### src/rtl/outputc_nvc_if.sv
// outputc_nvc_if: flit and flow-control bundle between the switch/allocator
// side (master) and one output-channel stage (slave).
//   idata/ivalid/ivch : switched flit into the stage
//   odata/ovalid/ovch : registered flit towards the link
//   iack              : per-VC credit return from downstream
//   ordy              : per-VC room for a full packet downstream
//   ilck              : per-VC lock held by downstream
//   olck              : per-VC lock of this output
//   oerr              : per-VC sticky credit error
interface outputc_nvc_if #(
  parameter int DATAW = 34,
  parameter int VCHW  = 2,
  parameter int NVCH  = 4
);
  logic [DATAW-1:0] idata;
  logic             ivalid;
  logic [VCHW-1:0]  ivch;
  logic [DATAW-1:0] odata;
  logic             ovalid;
  logic [VCHW-1:0]  ovch;
  logic [NVCH-1:0]  iack;
  logic [NVCH-1:0]  ordy;
  logic [NVCH-1:0]  ilck;
  logic [NVCH-1:0]  olck;
  logic [NVCH-1:0]  oerr;

  modport master (
    output idata, ivalid, ivch, iack, ilck,
    input  odata, ovalid, ovch, ordy, olck, oerr
  );

  modport slave (
    input  idata, ivalid, ivch, iack, ilck,
    output odata, ovalid, ovch, ordy, olck, oerr
  );
endinterface

### src/rtl/outputc_nvc.sv
// outputc_nvc: output-channel stage of a router port with NVCH virtual
// channels. Registers the switched flit onto the link and tracks, per VC,
// downstream credits (saturating, with sticky error), a packet-room ready
// flag and a packet lock released after the tail has left the register.
// Ports:
//   clk  : clock, all state on rising edge
//   rst_ : synchronous active-high reset
//   bus  : outputc_nvc_if slave modport (flit in/out, credits, locks, errors)
module outputc_nvc #(
  parameter int ROUTERID = 0,
  parameter int PCHID    = 0,
  parameter int NVCH     = 4,
  parameter int VCHW     = 2,
  parameter int DATAW    = 34,
  parameter int FIFOD    = 8,
  parameter int PKTLEN   = 4,
  parameter int CNTW     = 4
) (
  input  logic            clk,
  input  logic            rst_,
  outputc_nvc_if.slave    bus
);

  // Identifiers are debug-only; they take part only in this elaboration check.
  if (ROUTERID < 0 || PCHID < 0 || NVCH < 1 || NVCH > 16 || VCHW < 1 ||
      FIFOD < PKTLEN || DATAW < 3) begin : g_bad_params
    $error("outputc_nvc: illegal parameter set");
  end

  logic [DATAW-1:0]           odata_q, odata_d;
  logic                       ovalid_q, ovalid_d;
  logic [VCHW-1:0]            ovch_q, ovch_d;
  logic [NVCH-1:0][CNTW-1:0]  cnt_q, cnt_d;
  logic [NVCH-1:0]            olck_q, olck_d;
  logic [NVCH-1:0]            tailsent_q, tailsent_d;
  logic [NVCH-1:0]            oerr_q, oerr_d;
  logic [NVCH-1:0]            send;
  logic [NVCH-1:0]            ordy;
  logic                       is_tail;

  assign is_tail = (bus.idata[DATAW-1 -: 2] == 2'b11);

  // An out-of-range ivch matches no VC, so the flit is forwarded without
  // touching any counter or lock.
  always_comb begin
    send = '0;
    for (int unsigned v = 0; v < NVCH; v++) begin
      send[v] = bus.ivalid && (bus.ivch == VCHW'(v));
    end
  end

  // Room for a whole packet; one extra bit keeps the subtraction from wrapping.
  always_comb begin
    ordy = '0;
    for (int unsigned v = 0; v < NVCH; v++) begin
      ordy[v] = ({1'b0, CNTW'(FIFOD)} - {1'b0, cnt_q[v]}) >= (CNTW+1)'(PKTLEN);
    end
  end

  always_comb begin
    odata_d  = odata_q;
    ovalid_d = ovalid_q;
    ovch_d   = ovch_q;
    if (bus.ivalid) begin
      odata_d  = bus.idata;
      ovalid_d = 1'b1;
      ovch_d   = bus.ivch;
    end else if (ovalid_q) begin
      odata_d  = '0;
      ovalid_d = 1'b0;
      ovch_d   = '0;
    end
  end

  always_comb begin
    cnt_d      = cnt_q;
    oerr_d     = oerr_q;
    olck_d     = olck_q;
    tailsent_d = tailsent_q;
    for (int unsigned v = 0; v < NVCH; v++) begin
      // Saturate at both ends; a saturated step latches the error flag.
      if (send[v] && !bus.iack[v]) begin
        if (cnt_q[v] == CNTW'(FIFOD)) oerr_d[v] = 1'b1;
        else                          cnt_d[v]  = cnt_q[v] + 1'b1;
      end else if (bus.iack[v] && !send[v]) begin
        if (cnt_q[v] == '0) oerr_d[v] = 1'b1;
        else                cnt_d[v]  = cnt_q[v] - 1'b1;
      end

      // Release waits until the tail has left the output register and
      // downstream no longer holds the lock.
      if (send[v]) begin
        olck_d[v]     = 1'b1;
        tailsent_d[v] = is_tail;
      end else if (olck_q[v] && tailsent_q[v] &&
                   !(ovalid_q && (ovch_q == VCHW'(v))) && !bus.ilck[v]) begin
        olck_d[v]     = 1'b0;
        tailsent_d[v] = 1'b0;
      end
    end
  end

  always_ff @(posedge clk) begin
    if (rst_) begin
      odata_q    <= '0;
      ovalid_q   <= 1'b0;
      ovch_q     <= '0;
      cnt_q      <= '0;
      olck_q     <= '0;
      tailsent_q <= '0;
      oerr_q     <= '0;
    end else begin
      odata_q    <= odata_d;
      ovalid_q   <= ovalid_d;
      ovch_q     <= ovch_d;
      cnt_q      <= cnt_d;
      olck_q     <= olck_d;
      tailsent_q <= tailsent_d;
      oerr_q     <= oerr_d;
    end
  end

  assign bus.odata  = odata_q;
  assign bus.ovalid = ovalid_q;
  assign bus.ovch   = ovch_q;
  assign bus.ordy   = ordy;
  assign bus.olck   = olck_q;
  assign bus.oerr   = oerr_q;

endmodule

### src/flat_wrapper.sv
// flat-port wrapper written by rule: the top's interface ports become plain ports
module outputc_nvc_flat 
#(
  parameter int ROUTERID = 0,
  parameter int PCHID    = 0,
  parameter int NVCH     = 4,
  parameter int VCHW     = 2,
  parameter int DATAW    = 34,
  parameter int FIFOD    = 8,
  parameter int PKTLEN   = 4,
  parameter int CNTW     = 4
)
  (clk, rst_, bus_idata, bus_ivalid, bus_ivch, bus_iack, bus_ilck, bus_odata, bus_ovalid, bus_ovch, bus_ordy, bus_olck, bus_oerr);
  outputc_nvc_if #(.DATAW(DATAW), .VCHW(VCHW), .NVCH(NVCH)) bus_i ();
  input  logic clk;
  input  logic rst_;
  input wire logic [$bits(bus_i.idata)-1:0] bus_idata;
  input wire logic [$bits(bus_i.ivalid)-1:0] bus_ivalid;
  input wire logic [$bits(bus_i.ivch)-1:0] bus_ivch;
  input wire logic [$bits(bus_i.iack)-1:0] bus_iack;
  input wire logic [$bits(bus_i.ilck)-1:0] bus_ilck;
  output wire logic [$bits(bus_i.odata)-1:0] bus_odata;
  output wire logic [$bits(bus_i.ovalid)-1:0] bus_ovalid;
  output wire logic [$bits(bus_i.ovch)-1:0] bus_ovch;
  output wire logic [$bits(bus_i.ordy)-1:0] bus_ordy;
  output wire logic [$bits(bus_i.olck)-1:0] bus_olck;
  output wire logic [$bits(bus_i.oerr)-1:0] bus_oerr;
  assign bus_i.idata = bus_idata;
  assign bus_i.ivalid = bus_ivalid;
  assign bus_i.ivch = bus_ivch;
  assign bus_i.iack = bus_iack;
  assign bus_i.ilck = bus_ilck;
  assign bus_odata = bus_i.odata;
  assign bus_ovalid = bus_i.ovalid;
  assign bus_ovch = bus_i.ovch;
  assign bus_ordy = bus_i.ordy;
  assign bus_olck = bus_i.olck;
  assign bus_oerr = bus_i.oerr;
  outputc_nvc #(.ROUTERID(ROUTERID), .PCHID(PCHID), .NVCH(NVCH), .VCHW(VCHW), .DATAW(DATAW), .FIFOD(FIFOD), .PKTLEN(PKTLEN), .CNTW(CNTW)) u_core (.clk(clk), .rst_(rst_), .bus(bus_i));
endmodule
### config.mk
export PLATFORM = sky130hd
export DESIGN_NAME = outputc_nvc_flat
export DESIGN_NICKNAME = d
export VERILOG_FILES = /design/src/rtl/outputc_nvc_if.sv /design/src/rtl/outputc_nvc.sv /design/src/flat_wrapper.sv
export SDC_FILE = /design/constraint.sdc
export NUM_CORES = 1
export LEC_CHECK = 0
export ABC_AREA = 0
export CAP_MARGIN = 10
export CORE_MARGIN = 5
export CORE_UTILIZATION = 50
export DETAILED_ROUTE_END_ITERATION = 8
export PLACE_DENSITY = 0.95
export SLEW_MARGIN = 0
export SYNTH_ARGS = -nofsm -noshare
export SYNTH_HDL_FRONTEND = slang
export SYNTH_SLANG_ARGS = --single-unit
### constraint.sdc
create_clock -name clk -period 4.18 [get_ports clk]
set_input_delay 1.254 -clock clk [delete_from_list [all_inputs] [get_ports clk]]
set_output_delay 1.254 -clock clk [all_outputs]
set_load 0.01 [all_outputs]
==> results.json <==
{
  "outcome": "completed",
  "whs_endpoint": "u_core.bus.oerr[3]",
  "cts_root_buffer": "sky130_fd_sc_hd__clkbuf_8",
  "ios": 96,
  "clock_tree.htree_level_count": 3,
  "criticalPathCategory": "in2reg",
  "power_density_nw_per_um2": 518,
  "cells_after_synthesis": 329,
  "clk_path_buf_depth": 2,
  "nNetsFinal": 491,
  "grt_first_pass_wirelength_um": 13300,
  "ys_warn_count": 0,
  "setup.worst_path.start_class": "input pin",
  "cts_sinks": 65,
  "synth.distinct_cells": 36,
  "routabilityCongestion": 0.888,
  "drt_iter0_drc": 131,
  "most_common_flop_cell_mapped_by_yosys": "sky130_fd_sc_hd__dfxtp_1",
  "cellLeakagePower_nw": 1.65,
  "number_of_antenna_violations_at_the_first_check_in_global_routing": 0,
  "worst-r2r-setup-slack_ps": 2480,
  "io_buffers": 95,
  "dpl.cell_count": 488,
  "regToRegStartpoint": "u_core.cnt_q[2]",
  "placeableCoreArea_um2": 5960,
  "max-cap-violations": 0,
  "grt_max_degree": 34,
  "detailroute.via_count": 2776,
  "die_height_um": 88.4,
  "fin_setup_tns_ps": 0,
  "setup_repair_after_global_routing_missed_its_margin": "false",
  "global_route.usage.total_pct": 21.9,
  "cts.repair.resized": 0,
  "critical_path_peak_fanout": 7,
  "synth.yosys.seq_area_share_pct": 42.3,
  "worst_hold_startpoint": "u_core.bus.oerr[3]",
  "post-dp-hpwl_um": 6060,
  "clk_latency_ps": 340,
  "worst_slack_ps": 573,
  "reg2reg_depth": 6,
  "synthTopCellsByArea": "sky130_fd_sc_hd__dfxtp_1 42%, sky130_fd_sc_hd__a22o_1 10%, sky130_fd_sc_hd__ha_1 8.1%",
  "first_global_vias": 2872,
  "post-route-period-util_pct": 86.3,
  "floorplan.die.width_um": 88.4,
  "routed_wire_length_per_instance_um": 16.4,
  "timing.final.setup_violations": 0,
  "drt.antenna.violating_nets": 0,
  "insertedDiodeCount": 0,
  "tightest_slew_ps": 582,
  "req_time_crit_path_ps": 4410,
  "min_delay_path_depth": 2,
  "finalCriticalPeriod_ps": 3610,
  "synthToLayoutAreaGrowth_pct": 40.8,
  "tritoncts_clock_tree": "done",
  "ys_ff_latch": 65,
  "critPathTopFamily": "buffers and inverters",
  "critical_path.endpoint_type": "flop",
  "start_util_pct": 51.7,
  "synth_area_leader_cell": "sky130_fd_sc_hd__dfxtp_1",
  "cp.buffers_inverters": 3,
  "placed_cell_area_um2": 4100,
  "synth-edff-count": 0,
  "dp_slack_ps": 278,
  "postSynth.asyncResetShare_pct": 0,
  "hp-class": "reg2reg",
  "dieArea_um2": 7820,
  "postCtsSetupRepairBufs": 0,
  "fin_util_pct": 72.7,
  "detail_route.first_pass.iterations": 4,
  "fmax_mhz": 277,
  "drive_gt1_share_pct": 9.11,
  "postRouteWirelength_um": 8240,
  "reg2reg_to": "u_core.cnt_q[3]",
  "fin_cells": 503,
  "synth_area_um2": 3080,
  "finish.instance_area_um2": 4330,
  "clock_slew_at_the_register_clock_pins_of_the_worst_setup_and_hold_paths_ps": 70,
  "worst_ep_arrival_time_ps": 3840,
  "timing.max_slew.rel_slack_pct": 61.0,
  "slowest_delay_ps": 630,
  "slew_viols_final": 0,
  "globalRoute.totalOverflow": 0,
  "slowest_stage": "sky130_fd_sc_hd__clkdlybuf4s50_1",
  "rows": 28,
  "worst-path-stages": 11,
  "worst_clock_skew_ps": 9.47,
  "route.detailed.drc": 0,
  "ir_worst_vdd_mv": 0.338,
  "crit_chain": "clkdlybuf4s50_1 -> or3b_1 -> inv_2 -> ha_1 -> inv_1 -> ha_1 -> a21oi_1 -> nor2_1 -> a21oi_1 -> o221ai_2 -> mux2_4",
  "cts_buffers": 9,
  "hold_slack_ps": 441,
  "syn_area_per_cell_um2": 9.35,
  "viasPerCell": 5.52,
  "synthesis.nets": 396,
  "hold_violations": 0,
  "synth_largest_type_area_fraction_pct": 42.3,
  "ctsHoldBuffers": 0,
  "p_total_mw": 2.25
}
-- layout make-up --
class / count / area (um^2)
fill: 421 / 1620
multi-input combinational: 222 / 1600
sequential: 65 / 1300
timing repair buffer: 102 / 1020
clock buffer: 10 / 128
clock inverter: 5 / 105
tap: 75 / 93.8
inverter: 24 / 90.1
-- Yosys cell counts, drive strengths merged (3+ instances only) --
library cell	count
dfxtp	65
nor3	5
nor2	23
o21ai	12
mux2	3
ha	20
nand2	22
nand3	9
inv	24
nor4	4
a22o	35
xnor2	12
buf	17
nor2b	9
or3	4
nand3b	5
a21oi	35
o221ai	6
-- logic make-up after synthesis --
group	Yosys count	synth area share, %
AND/OR/NAND/NOR	88	15.0
multiplexers	3	1.46
flip-flops	65	42.3
XOR/XNOR	13	3.70
AO/OA/AOI/OAI	98	23.3
adder cells (fa/ha/maj)	20	8.13
buffers and inverters	42	6.06
-- metal layers --
layer  wire [um]  vias to the layer above  global-route usage (%)
li1            -                     1354                       -
met1        3250                     1295                    24.6
met2        4130                      104                    37.3
met3         559                       23                    5.87
met4         293                        0                    12.6
met5           0                        -                       0
-- report_power, final --
group | internal, mW | total, mW | leakage (nW) | switching [mW]
clock | 0.393 | 0.635 | 0.109 | 0.242
combinational | 0.412 | 0.764 | 1.01 | 0.352
sequential | 0.715 | 0.847 | 0.535 | 0.132
-- tightest hold or removal path, cell delays in order, from the launching register on --
cell and delay (ps):
sky130_fd_sc_hd__dfxtp_1 310, sky130_fd_sc_hd__inv_1 40, sky130_fd_sc_hd__a21oi_1 50
-- cell usage in the layout (no fill, tap or decap), types with 3 or more instances in the layout --
master                             n
sky130_fd_sc_hd__nand3_1           9
sky130_fd_sc_hd__clkbuf_8          9
sky130_fd_sc_hd__o221ai_1          3
sky130_fd_sc_hd__buf_4             6
sky130_fd_sc_hd__or3_1             4
sky130_fd_sc_hd__nor2b_1           8
sky130_fd_sc_hd__clkdlybuf4s50_1  95
sky130_fd_sc_hd__nor3_2            4
sky130_fd_sc_hd__xnor2_1          12
sky130_fd_sc_hd__nor2_1           23
sky130_fd_sc_hd__nor4_1            4
sky130_fd_sc_hd__bufinv_16         3
sky130_fd_sc_hd__nand3b_1          5
sky130_fd_sc_hd__o21ai_0          12
sky130_fd_sc_hd__ha_1             20
sky130_fd_sc_hd__o221ai_2          3
sky130_fd_sc_hd__nand2_1          22
sky130_fd_sc_hd__a22o_1           35
sky130_fd_sc_hd__mux2_4            3
sky130_fd_sc_hd__a21oi_1          31
sky130_fd_sc_hd__dfxtp_1          65
sky130_fd_sc_hd__inv_1            22
-- state kept, by name (all words and copies together) (netlist names) --
name and flops:
u_core.bus.olck 4, u_core.bus.ovalid 1, u_core.bus.oerr 4, u_core.bus.ovch 2, u_core.cnt_q 16, u_core.bus.odata 34
u_core.tailsent_q 4
-- worst max path at each step --
stage	end	slack, ps	from
3_3_place_gp	u_core.cnt_q[3]	380	bus_ivalid
6_report	u_core.cnt_q[3]	570	bus_ivalid
2_1_floorplan	u_core.cnt_q[3]	930	bus_ivch[0]
5_1_grt	u_core.cnt_q[3]	400	bus_ivalid
4_1_cts	u_core.cnt_q[3]	600	bus_ivalid
3_5_place_dp	u_core.cnt_q[3]	280	bus_ivalid
Note: power is estimated with default switching activity, not from simulation.
==> variant: new RTL, same settings <==
`CNTW` is set to 4 in 2 places; all go to 8.
--- a/src/rtl/outputc_nvc.sv
+++ b/src/rtl/outputc_nvc.sv
@@ -16,3 +16,3 @@
   parameter int PKTLEN   = 4,
-  parameter int CNTW     = 4
+  parameter int CNTW     = 8
 ) (
--- a/src/flat_wrapper.sv
+++ b/src/flat_wrapper.sv
@@ -10,3 +10,3 @@
   parameter int PKTLEN   = 4,
-  parameter int CNTW     = 4
+  parameter int CNTW     = 8
 )
Formal check against the unedited RTL: no difference found for any inputs over 4 cycles, from zero or initial values and one cycle with rst_ high; that may be too few to reach the edited logic, so the function may still have changed.
==> variant against the unedited design <==
Sequential cell count is 16 higher; final area grew 31%; count of clock-buffer cells in the layout decreased by 1; sequential share of layout area shrank 1.4 points; area after synthesis increased by 39%; combinational power rose by 140%; setup slack got worse by 0.33 ns; maximum frequency fell by 8.4%; power grew 62%; routed wire length rose by 47%; critical endpoint is now u_core.cnt_q[7]$_SDFFE_PP0P_; largest power group is now combinational cells.
==> variant: results (changes against the unedited design) <==
vias in the first global route 4121 (+43%); Slew HR 0.4519 (-0.1581); remaining global-route overflow 0 (unchanged); pre-CTS setup slack -0.06706 ns (-0.3451 ns); Critical Path Fanout Max 4 (-3); Post-Synth Adder-Cell Area 0.1156 (+0.03424); Synth Area in Compound Gates 0.2300 (-0.003449); crit path DAT 4.19 ns (+0.35 ns); first-pass GRT wire length 19660 um (+47%); internal reg-to-reg setup slack 2.15 ns (-0.33 ns); post_cts resized 0 (unchanged); run status completed; pin count of the biggest net entering global routing 37 (+8.8%); Leakage 2.342 nW (+42%); root buf cell clkbuf_8; FF-to-FF End u_core.cnt_q[7]$_SDFFE_PP0P_; GRT Util Overall 0.2379 (+0.01908); Hold Path Class reg2reg; top cells by count, synth dfxtp_1, nand2_1, nor2_1; Sw Pwr 1.423 mW (+96%); clock-pin slew on the worst setup and hold paths 0.09 ns (+0.02 ns); skew final 0.009258 ns (-0.0002097 ns); worst-case reg-to-reg path depth 6 (unchanged); peak supply drop 0.4130 mV (+22%); total wire length 12100 um (+47%); Final GP Congestion 0.9641 (+8.6%); min-delay src u_core.bus.oerr[0]$_SDFFE_PP0P_; htree depth 3 (unchanged); syn nets 558 (+41%); register area share after synthesis 0.3802 (-0.04277); post-DP HPWL 9158 um (+51%); Hold EP u_core.bus.oerr[0]$_SDFFE_PP0P_; routed via count 3909 (+41%); ranking of synthesized cells by area dfxtp_1, ha_1, a22o_1; initial DRC count 199 (+52%); XOR/XNOR Fraction of Synth Area 0.04928 (+0.01227); share of cells above drive strength 1 0.09727 (+0.006148); mux share of post-synthesis cell area 0.02493 (+0.01029); Final nets 666 (+36%); initial antenna violation count 0 (unchanged); share of flip-flops with an asynchronous set or reset 0 (unchanged); total setup buffers inserted after CTS 0 (unchanged); Netlist cell types 48 (+33%); Hold WS 0.4748 ns (+0.03329 ns); drt pass-1 iters 5 (+1); worst skew pair latency 0.36 ns (+0.02 ns); Area after DPL 5418 um2 (+32%)
==> variant: cell count changes after synthesis, sizes merged, moves of 11 or more <==
cell   before  now
a21oi      35   48
buf        17    6
dfxtp      65   81
ha         20   33
nand2      22   51
nor2       23   45
==> variant: layout make-up <==
class | instances | area, um2
fill | 592 | 2601
multi-input combinational | 350 | 2481
sequential | 81 | 1622
timing repair buffer | 112 | 1079
tap | 105 | 131.4
clock buffer | 9 | 123.9
clock inverter | 6 | 115.1
inverter | 28 | 105.1
==> variant: stage by stage <==
| step | util | power (mW) | instances |
|---|---|---|---|
| global route | 0.6850 | 3.914 | 691 |
| global placement | 0.6561 | 2.794 | 676 |
| detailed placement | 0.6561 | 2.917 | 676 |
| floorplan | - | 2.450 | 474 |
| CTS | 0.6850 | 3.634 | 691 |
| finish | 0.6850 | 3.645 | 691 |
==> variant: power by group through the flow <==
stage | clock network, mW | registers [mW] | logic [mW]
floorplan | 0 | 1.10 | 1.36
global placement | 0 | 1.11 | 1.68
detailed placement | 0 | 1.12 | 1.79
CTS | 0.709 | 1.11 | 1.82
global route | 0.740 | 1.14 | 2.04
finish | 0.702 | 1.11 | 1.83
==> variant: kinds of logic after synthesis <==
group           Yosys count
compound gates          134
xor+xnor                 24
fa+ha+maj                37
buf+inv                  43
flops                    81
mux                       9
simple gates            146
==> variant: layer usage <==
layer / share of wire / vias to the layer above / GRT usage
li1: - / 1893 / -
met1: 0.37 / 1880 / 0.2526
met2: 0.56 / 101 / 0.4523
met3: 0.033 / 35 / 0.04437
met4: 0.035 / 0 / 0.1060
met5: 0 / - / 0
==> variant: how the worst max path moves through the flow <==
| stage | from | end | slack (ns) | depth (start not counted) |
|---|---|---|---|---|
| after floorplan | bus_ivch[0] | u_core.cnt_q[7]$_SDFFE_PP0P_ | 0.42 | 10 |
| after global placement | bus_ivalid | u_core.cnt_q[7]$_SDFFE_PP0P_ | 0.04 | 11 |
| after detailed placement | bus_ivalid | u_core.cnt_q[7]$_SDFFE_PP0P_ | -0.07 | 12 |
| after CTS | bus_ivalid | u_core.cnt_q[7]$_SDFFE_PP0P_ | 0.28 | 12 |
| after global routing | bus_ivalid | u_core.cnt_q[7]$_SDFFE_PP0P_ | 0.15 | 12 |
| final | bus_ivalid | u_core.cnt_q[7]$_SDFFE_PP0P_ | 0.24 | 12 |
==> variant: critical path, stage by stage <==
cell,delay [ns]
clkdlybuf4s50_1,0.47
or3b_2,0.47
inv_1,0.11
ha_1,0.17
inv_1,0.10
buf_4,0.17
ha_1,0.34
a21oi_1,0.17
o21ai_0,0.14
or3_1,0.34
a21oi_2,0.16
mux2_4,0.30
